File: config.mk
export PLATFORM = sky130hd
export DESIGN_NAME = hazard_unit_flat
export DESIGN_NICKNAME = d
export VERILOG_FILES = /design/src/rtl/hazard_unit_if.sv /design/src/rtl/hazard_unit.sv /design/src/flat_wrapper.sv
export SDC_FILE = /design/constraint.sdc
export NUM_CORES = 1
export LEC_CHECK = 0
export ABC_AREA = 1
export BUFFER_PORTS_ARGS = -buffer_cell sky130_fd_sc_hd__buf_2
export CORE_UTILIZATION = 35
export DETAILED_ROUTE_END_ITERATION = 6
export PLACE_DENSITY = 0.54
export SYNTH_ARGS = -nofsm -noshare
export SYNTH_HDL_FRONTEND = slang
export SYNTH_SLANG_ARGS = --single-unit
File: constraint.sdc
create_clock -name clk -period 1.8 [get_ports clk]
set_clock_uncertainty 0.1 [all_clocks]
set_input_delay 0.45 -clock clk [delete_from_list [all_inputs] [get_ports clk]]
set_output_delay 0.45 -clock clk [all_outputs]
set_load 0.01 [all_outputs]
File: src/rtl/hazard_unit_if.sv
// hazard_unit_if: hazard-control bundle between the pipelined datapath and the
// hazard unit. The master side is the hazard unit, which consumes match flags
// and decode-stage control bits and returns forwarding/stall/flush controls.
interface hazard_unit_if #(
  parameter int CNT_W = 16
);
  logic             Enable;
  logic [3:0]       Match;
  logic [1:0]       MatchLdD;
  logic             RegWriteD;
  logic             MemtoRegD;
  logic             PCSrcD;
  logic             BranchtakenE;
  logic [1:0]       FowardAE;
  logic [1:0]       FowardBE;
  logic             StallF;
  logic             StallD;
  logic             FlushD;
  logic             FlushE;
  logic [CNT_W-1:0] StallCount;
  logic [CNT_W-1:0] FlushCount;

  modport master (
    input  Enable, Match, MatchLdD, RegWriteD, MemtoRegD, PCSrcD, BranchtakenE,
    output FowardAE, FowardBE, StallF, StallD, FlushD, FlushE, StallCount, FlushCount
  );

  modport slave (
    output Enable, Match, MatchLdD, RegWriteD, MemtoRegD, PCSrcD, BranchtakenE,
    input  FowardAE, FowardBE, StallF, StallD, FlushD, FlushE, StallCount, FlushCount
  );
endinterface

File: src/rtl/hazard_unit.sv
// hazard_unit: pipeline hazard controller for the 5-stage ARM core. Shadows
// RegWrite/MemtoReg/PCSrc through E/M/W, selects operand forwarding, detects
// load-use and R15-write hazards, and counts stall/flush events (saturating).
module hazard_unit #(
  parameter int CNT_W = 16
) (
  input  logic          clk,
  input  logic          reset,
  hazard_unit_if.master hz
);

  localparam logic [CNT_W-1:0] CntMax = '1;
  localparam logic [CNT_W-1:0] CntOne = CNT_W'(1);

  logic             r_regWriteE;
  logic             r_memtoRegE;
  logic             r_pcSrcE;
  logic             r_regWriteM;
  logic             r_pcSrcM;
  logic             r_regWriteW;
  logic             r_pcSrcW;
  logic [CNT_W-1:0] r_stallCount;
  logic [CNT_W-1:0] r_flushCount;

  logic             w_ldrStall;
  logic             w_pcWrPend;
  logic             w_flushE;
  logic [1:0]       w_fowardAE;
  logic [1:0]       w_fowardBE;

  // Hazard detection and forwarding selects; memory stage beats writeback
  always_comb begin
    w_ldrStall = r_memtoRegE & r_regWriteE & (hz.MatchLdD[0] | hz.MatchLdD[1]);
    w_pcWrPend = hz.PCSrcD | r_pcSrcE | r_pcSrcM;
    w_flushE   = w_ldrStall | hz.BranchtakenE;

    w_fowardAE = 2'b00;
    if (hz.Match[0] && r_regWriteM) begin
      w_fowardAE = 2'b10;
    end else if (hz.Match[1] && r_regWriteW) begin
      w_fowardAE = 2'b01;
    end

    w_fowardBE = 2'b00;
    if (hz.Match[2] && r_regWriteM) begin
      w_fowardBE = 2'b10;
    end else if (hz.Match[3] && r_regWriteW) begin
      w_fowardBE = 2'b01;
    end
  end

  assign hz.FowardAE   = w_fowardAE;
  assign hz.FowardBE   = w_fowardBE;
  assign hz.StallF     = w_ldrStall | w_pcWrPend;
  assign hz.StallD     = w_ldrStall;
  assign hz.FlushD     = w_pcWrPend | r_pcSrcW | hz.BranchtakenE;
  assign hz.FlushE     = w_flushE;
  assign hz.StallCount = r_stallCount;
  assign hz.FlushCount = r_flushCount;

  // Shadow control pipeline; a flushed E stage becomes a bubble and a taken
  // branch cancels the R15 write of the instruction it resolves in execute
  always_ff @(posedge clk or posedge reset) begin
    if (reset) begin
      r_regWriteE <= 1'b0;
      r_memtoRegE <= 1'b0;
      r_pcSrcE    <= 1'b0;
      r_regWriteM <= 1'b0;
      r_pcSrcM    <= 1'b0;
      r_regWriteW <= 1'b0;
      r_pcSrcW    <= 1'b0;
    end else if (hz.Enable) begin
      r_regWriteE <= w_flushE ? 1'b0 : hz.RegWriteD;
      r_memtoRegE <= w_flushE ? 1'b0 : hz.MemtoRegD;
      r_pcSrcE    <= w_flushE ? 1'b0 : hz.PCSrcD;
      r_regWriteM <= r_regWriteE;
      r_pcSrcM    <= r_pcSrcE & ~hz.BranchtakenE;
      r_regWriteW <= r_regWriteM;
      r_pcSrcW    <= r_pcSrcM;
    end
  end

  // Saturating event counters for load-use stalls and taken-branch flushes
  always_ff @(posedge clk or posedge reset) begin
    if (reset) begin
      r_stallCount <= '0;
      r_flushCount <= '0;
    end else if (hz.Enable) begin
      if (w_ldrStall && (r_stallCount != CntMax)) begin
        r_stallCount <= r_stallCount + CntOne;
      end
      if (hz.BranchtakenE && (r_flushCount != CntMax)) begin
        r_flushCount <= r_flushCount + CntOne;
      end
    end
  end

endmodule
File: src/flat_wrapper.sv
// flat-port wrapper written by rule: the top's interface ports become plain ports
module hazard_unit_flat 
#(
  parameter int CNT_W = 16
)
  (clk, reset, hz_Enable, hz_Match, hz_MatchLdD, hz_RegWriteD, hz_MemtoRegD, hz_PCSrcD, hz_BranchtakenE, hz_FowardAE, hz_FowardBE, hz_StallF, hz_StallD, hz_FlushD, hz_FlushE, hz_StallCount, hz_FlushCount);
  hazard_unit_if #(.CNT_W(CNT_W)) hz_i ();
  input  logic clk;
  input  logic reset;
  input wire logic [$bits(hz_i.Enable)-1:0] hz_Enable;
  input wire logic [$bits(hz_i.Match)-1:0] hz_Match;
  input wire logic [$bits(hz_i.MatchLdD)-1:0] hz_MatchLdD;
  input wire logic [$bits(hz_i.RegWriteD)-1:0] hz_RegWriteD;
  input wire logic [$bits(hz_i.MemtoRegD)-1:0] hz_MemtoRegD;
  input wire logic [$bits(hz_i.PCSrcD)-1:0] hz_PCSrcD;
  input wire logic [$bits(hz_i.BranchtakenE)-1:0] hz_BranchtakenE;
  output wire logic [$bits(hz_i.FowardAE)-1:0] hz_FowardAE;
  output wire logic [$bits(hz_i.FowardBE)-1:0] hz_FowardBE;
  output wire logic [$bits(hz_i.StallF)-1:0] hz_StallF;
  output wire logic [$bits(hz_i.StallD)-1:0] hz_StallD;
  output wire logic [$bits(hz_i.FlushD)-1:0] hz_FlushD;
  output wire logic [$bits(hz_i.FlushE)-1:0] hz_FlushE;
  output wire logic [$bits(hz_i.StallCount)-1:0] hz_StallCount;
  output wire logic [$bits(hz_i.FlushCount)-1:0] hz_FlushCount;
  assign hz_i.Enable = hz_Enable;
  assign hz_i.Match = hz_Match;
  assign hz_i.MatchLdD = hz_MatchLdD;
  assign hz_i.RegWriteD = hz_RegWriteD;
  assign hz_i.MemtoRegD = hz_MemtoRegD;
  assign hz_i.PCSrcD = hz_PCSrcD;
  assign hz_i.BranchtakenE = hz_BranchtakenE;
  assign hz_FowardAE = hz_i.FowardAE;
  assign hz_FowardBE = hz_i.FowardBE;
  assign hz_StallF = hz_i.StallF;
  assign hz_StallD = hz_i.StallD;
  assign hz_FlushD = hz_i.FlushD;
  assign hz_FlushE = hz_i.FlushE;
  assign hz_StallCount = hz_i.StallCount;
  assign hz_FlushCount = hz_i.FlushCount;
  hazard_unit #(.CNT_W(CNT_W)) u_core (.clk(clk), .reset(reset), .hz(hz_i));
endmodule
==> metrics.md <==
| Metric | Value |
|---|---|
| Seq/Total Area, Yosys | 0.418 |
| Final Critical Period | 1.80 ns |
| Switching fraction of total power | 0.294 |
| DRT Wirelength | roughly 5900 microns |
| Die Ht | ~84 microns |
| Global-route wire length before repair | 10000 microns |
| Commonest non-fill, non-tap cells in the layout | nand2_1 (138), buf_2 (51), nand3_1 (46) |
| Crit path DAT | between 1 and 1.5 ns |
| Synthesized Nets | 360 |
| Synth Register Bits | 39 |
| Crit path kind | flip-flop to output port |
| Inserted Clock Buffers | 5 |
| Most common cell after layout, fill and taps aside | nand2_1 |
| Critical Path RT | between 1 and 1.5 ns |
| Die footprint | roughly 7000 sq um |
| Period utilization | 0.998 |
| Sink Count | 39 |
| Largest net degree at the start of global routing | 40 |
| Setup crit end kind | output port |
| Placement Setup Slack | -0.142 ns |
| Mean number of vias per cell | 4.65 |
| Routed wire per std cell | around 12 microns |
| Post-CTS Hold Buffers | 0 |
| Depth of the CTS H-tree | 2 |
| Netlist cell types | 22 |
| Antenna diodes | 0 |
| Detailed Route Iter0 Violations | 180 |
| DR vias | approximately 2.4k |
| CP Max Fanout | 3 |
| Syn avg cell area | ~6.8 sq um |
| IO Pins | 53 |
| CTS tree | yes |
| Core box area | ~6400 sq um |
| Number of routed nets with antenna violations | 0 |
| Syn Std Cell Area | 2340 sq um |
| Die extent in x | ~84 microns |
| Status | complete, no violations |
| Clock Pin Slew Worst Setup and Hold Paths | ~0.09 ns |
| Sequential power share | 0.444 |
| All-Layer GR Usage | 0.176 |
| Pwr dens | between 700 and 800 nW/um^2 |
| Vias in the first global route | 2191 |
| Final Hold Violating Endpoints | 0 |
| Clock buffer depth | 2 |
| Grt ovf | 0 |
| Setup TNS | 0 ns |
| Clock share of power | 0.351 |
| NetSw | between 600 and 700 uW |
| LEAKAGE | 0.00161 uW |
| # port buffers | between 50 and 60 |
| Post-Syn Instances | ~350 |
| Cell area after layout | roughly 3100 sq um |
| Post-DP HPWL | approximately 4000 microns |
| VDD IR max | roughly 0.36 mV |
| Final Core Density | 0.479 |
| Initial core utilization | 0.366 |
| Hold slack final | roughly 0.08 ns |
| Rel. slew slack | 0.665 |
| Design internal power | approximately 1600 uW |
| Post-route setup slack | between 0.003 and 0.004 ns |
| Area growth from synthesis to layout | 31.0% |
| DRT Pass-1 Iters | 4 |
| Fill count | about 670 |
| # rows | 29 |
| Yosys warns | 0 |
| Fin. max-slew vios | 0 |
| Tightest Pin Transition | 0.501 ns |
| Placed cell areas | around 2800 sq um |
| Final setup viols | 0 |
| Comb power frac | 0.205 |
| Total of max-cap violations | 0 |
| HP Class | input port to asynchronous set/reset pin |
| Share of cells above drive strength 1 | 0.260 |
| Final Net Count | approximately 440 |
| Routability cong. | ~0.8 |
| Initial antenna violation count | 0 |
| Residual DRC | 0 |
| CTS Root Cell | clkbuf_8 |
| Startpoint types | flip-flop |
| Setup repair after global routing missed its margin | true |
| Achievable frequency | roughly 560 MHz |
| Latest clock arrival within the worst-skew pair | around 0.30 ns |
what timing repair did:
action / CTS / global route
pin swaps: 0 / 3
gates resized for setup: 3 / 11
setup buffers: 2 / 3
gates cloned: 0 / 1
endpoints found under the setup margin: 18 / 24
cell type report:
| class | count | area (sq um) | area share |
|---|---|---|---|
| Multi-Input combinational cell | 257 | 1180 | 0.387 |
| Sequential cell | 39 | 976 | 0.319 |
| Timing Repair Buffer | 84 | 531 | 0.173 |
| Inverter | 42 | 158 | 0.0515 |
| Tap cell | 77 | 96.3 | 0.0315 |
| Clock buffer | 6 | 82.6 | 0.0270 |
| Clock inverter | 2 | 35.0 | 0.0114 |
path summary, 6_finish.rpt:
| path | start | cells after the start | end | slack (ns) |
|---|---|---|---|---|
| max | u_core.r_memtoRegE | 6 | hz_FlushE | 0.004 |
| min | reset | 3 | u_core.hz.FlushCount[1] | 0.08 |
| max reg2reg | u_core.hz.StallCount[0] | 8 | u_core.hz.StallCount[5] | 0.12 |
| min reg2reg | u_core.r_regWriteW | 2 | u_core.r_regWriteW | 0.40 |
| max in group asynchronous | reset | 3 | u_core.hz.FlushCount[2] | 1.31 |
| min in group clk | hz_RegWriteD | 3 | u_core.r_regWriteE | 0.29 |
state kept, by name, indices dropped and copies added (netlist names):
signal,count
u_core.hz.StallCount,16
u_core.hz.FlushCount,16
u_core.r_pcSrcM,1
u_core.r_pcSrcW,1
u_core.r_regWriteM,1
u_core.r_pcSrcE,1
u_core.r_regWriteW,1
u_core.r_memtoRegE,1
u_core.r_regWriteE,1
per-stage QoR:
step                      power [uW]  cells
after CTS                       2270    503
after global routing            2410    507
final                           2280    507
after global placement          1460    493
after floorplan                 1270    345
after detailed placement        1470    493
cells in the mapped netlist, drive strengths merged:
cell    number  share of area
nand2      142           0.23
ha           2          0.011
nand3       47           0.10
and3         2         0.0054
xnor2        2         0.0075
dfrtp       39           0.42
o21ai        4         0.0086
nand4        4          0.011
buf          8          0.027
nor3         6          0.018
nand3b       2         0.0064
xor2         4          0.015
inv         42          0.067
nor2        41          0.072
critical path, stage by stage, from the launching register on:
cell	delay, ns
dfrtp_1	0.35
inv_2	0.06
nor3_4	0.22
buf_6	0.13
nor2_2	0.03
inv_1	0.04
buf_2	0.11
power by group through the flow:
| stage | combinational [uW] | sequential (uW) | clock, uW |
|---|---|---|---|
| floorplan | 202 | 1070 | 0 |
| global placement | 433 | 1030 | 0 |
| detailed placement | 433 | 1030 | 0 |
| CTS | 441 | 1020 | 811 |
| global route | 534 | 1020 | 856 |
| finish | 469 | 1010 | 801 |
per-layer routing:
layer | up-vias | global-route usage | share of wire
li1 | 1234 | - | -
met1 | 1062 | 0.248 | 0.50
met2 | 51 | 0.263 | 0.43
met3 | 9 | 0.0386 | 0.043
met4 | 0 | 0.0678 | 0.018
met5 | - | 0 | 0
logic make-up after synthesis:
kind of cell | share of synthesized area
and+or+nand+nor | 0.446
buffers and inverters | 0.0942
DFF | 0.418
xor gates and xnor gates | 0.0225
AOI/OAI and AO/OA | 0.00857
adders and majority gates | 0.0107
Note: power is estimated with default switching activity, not from simulation.
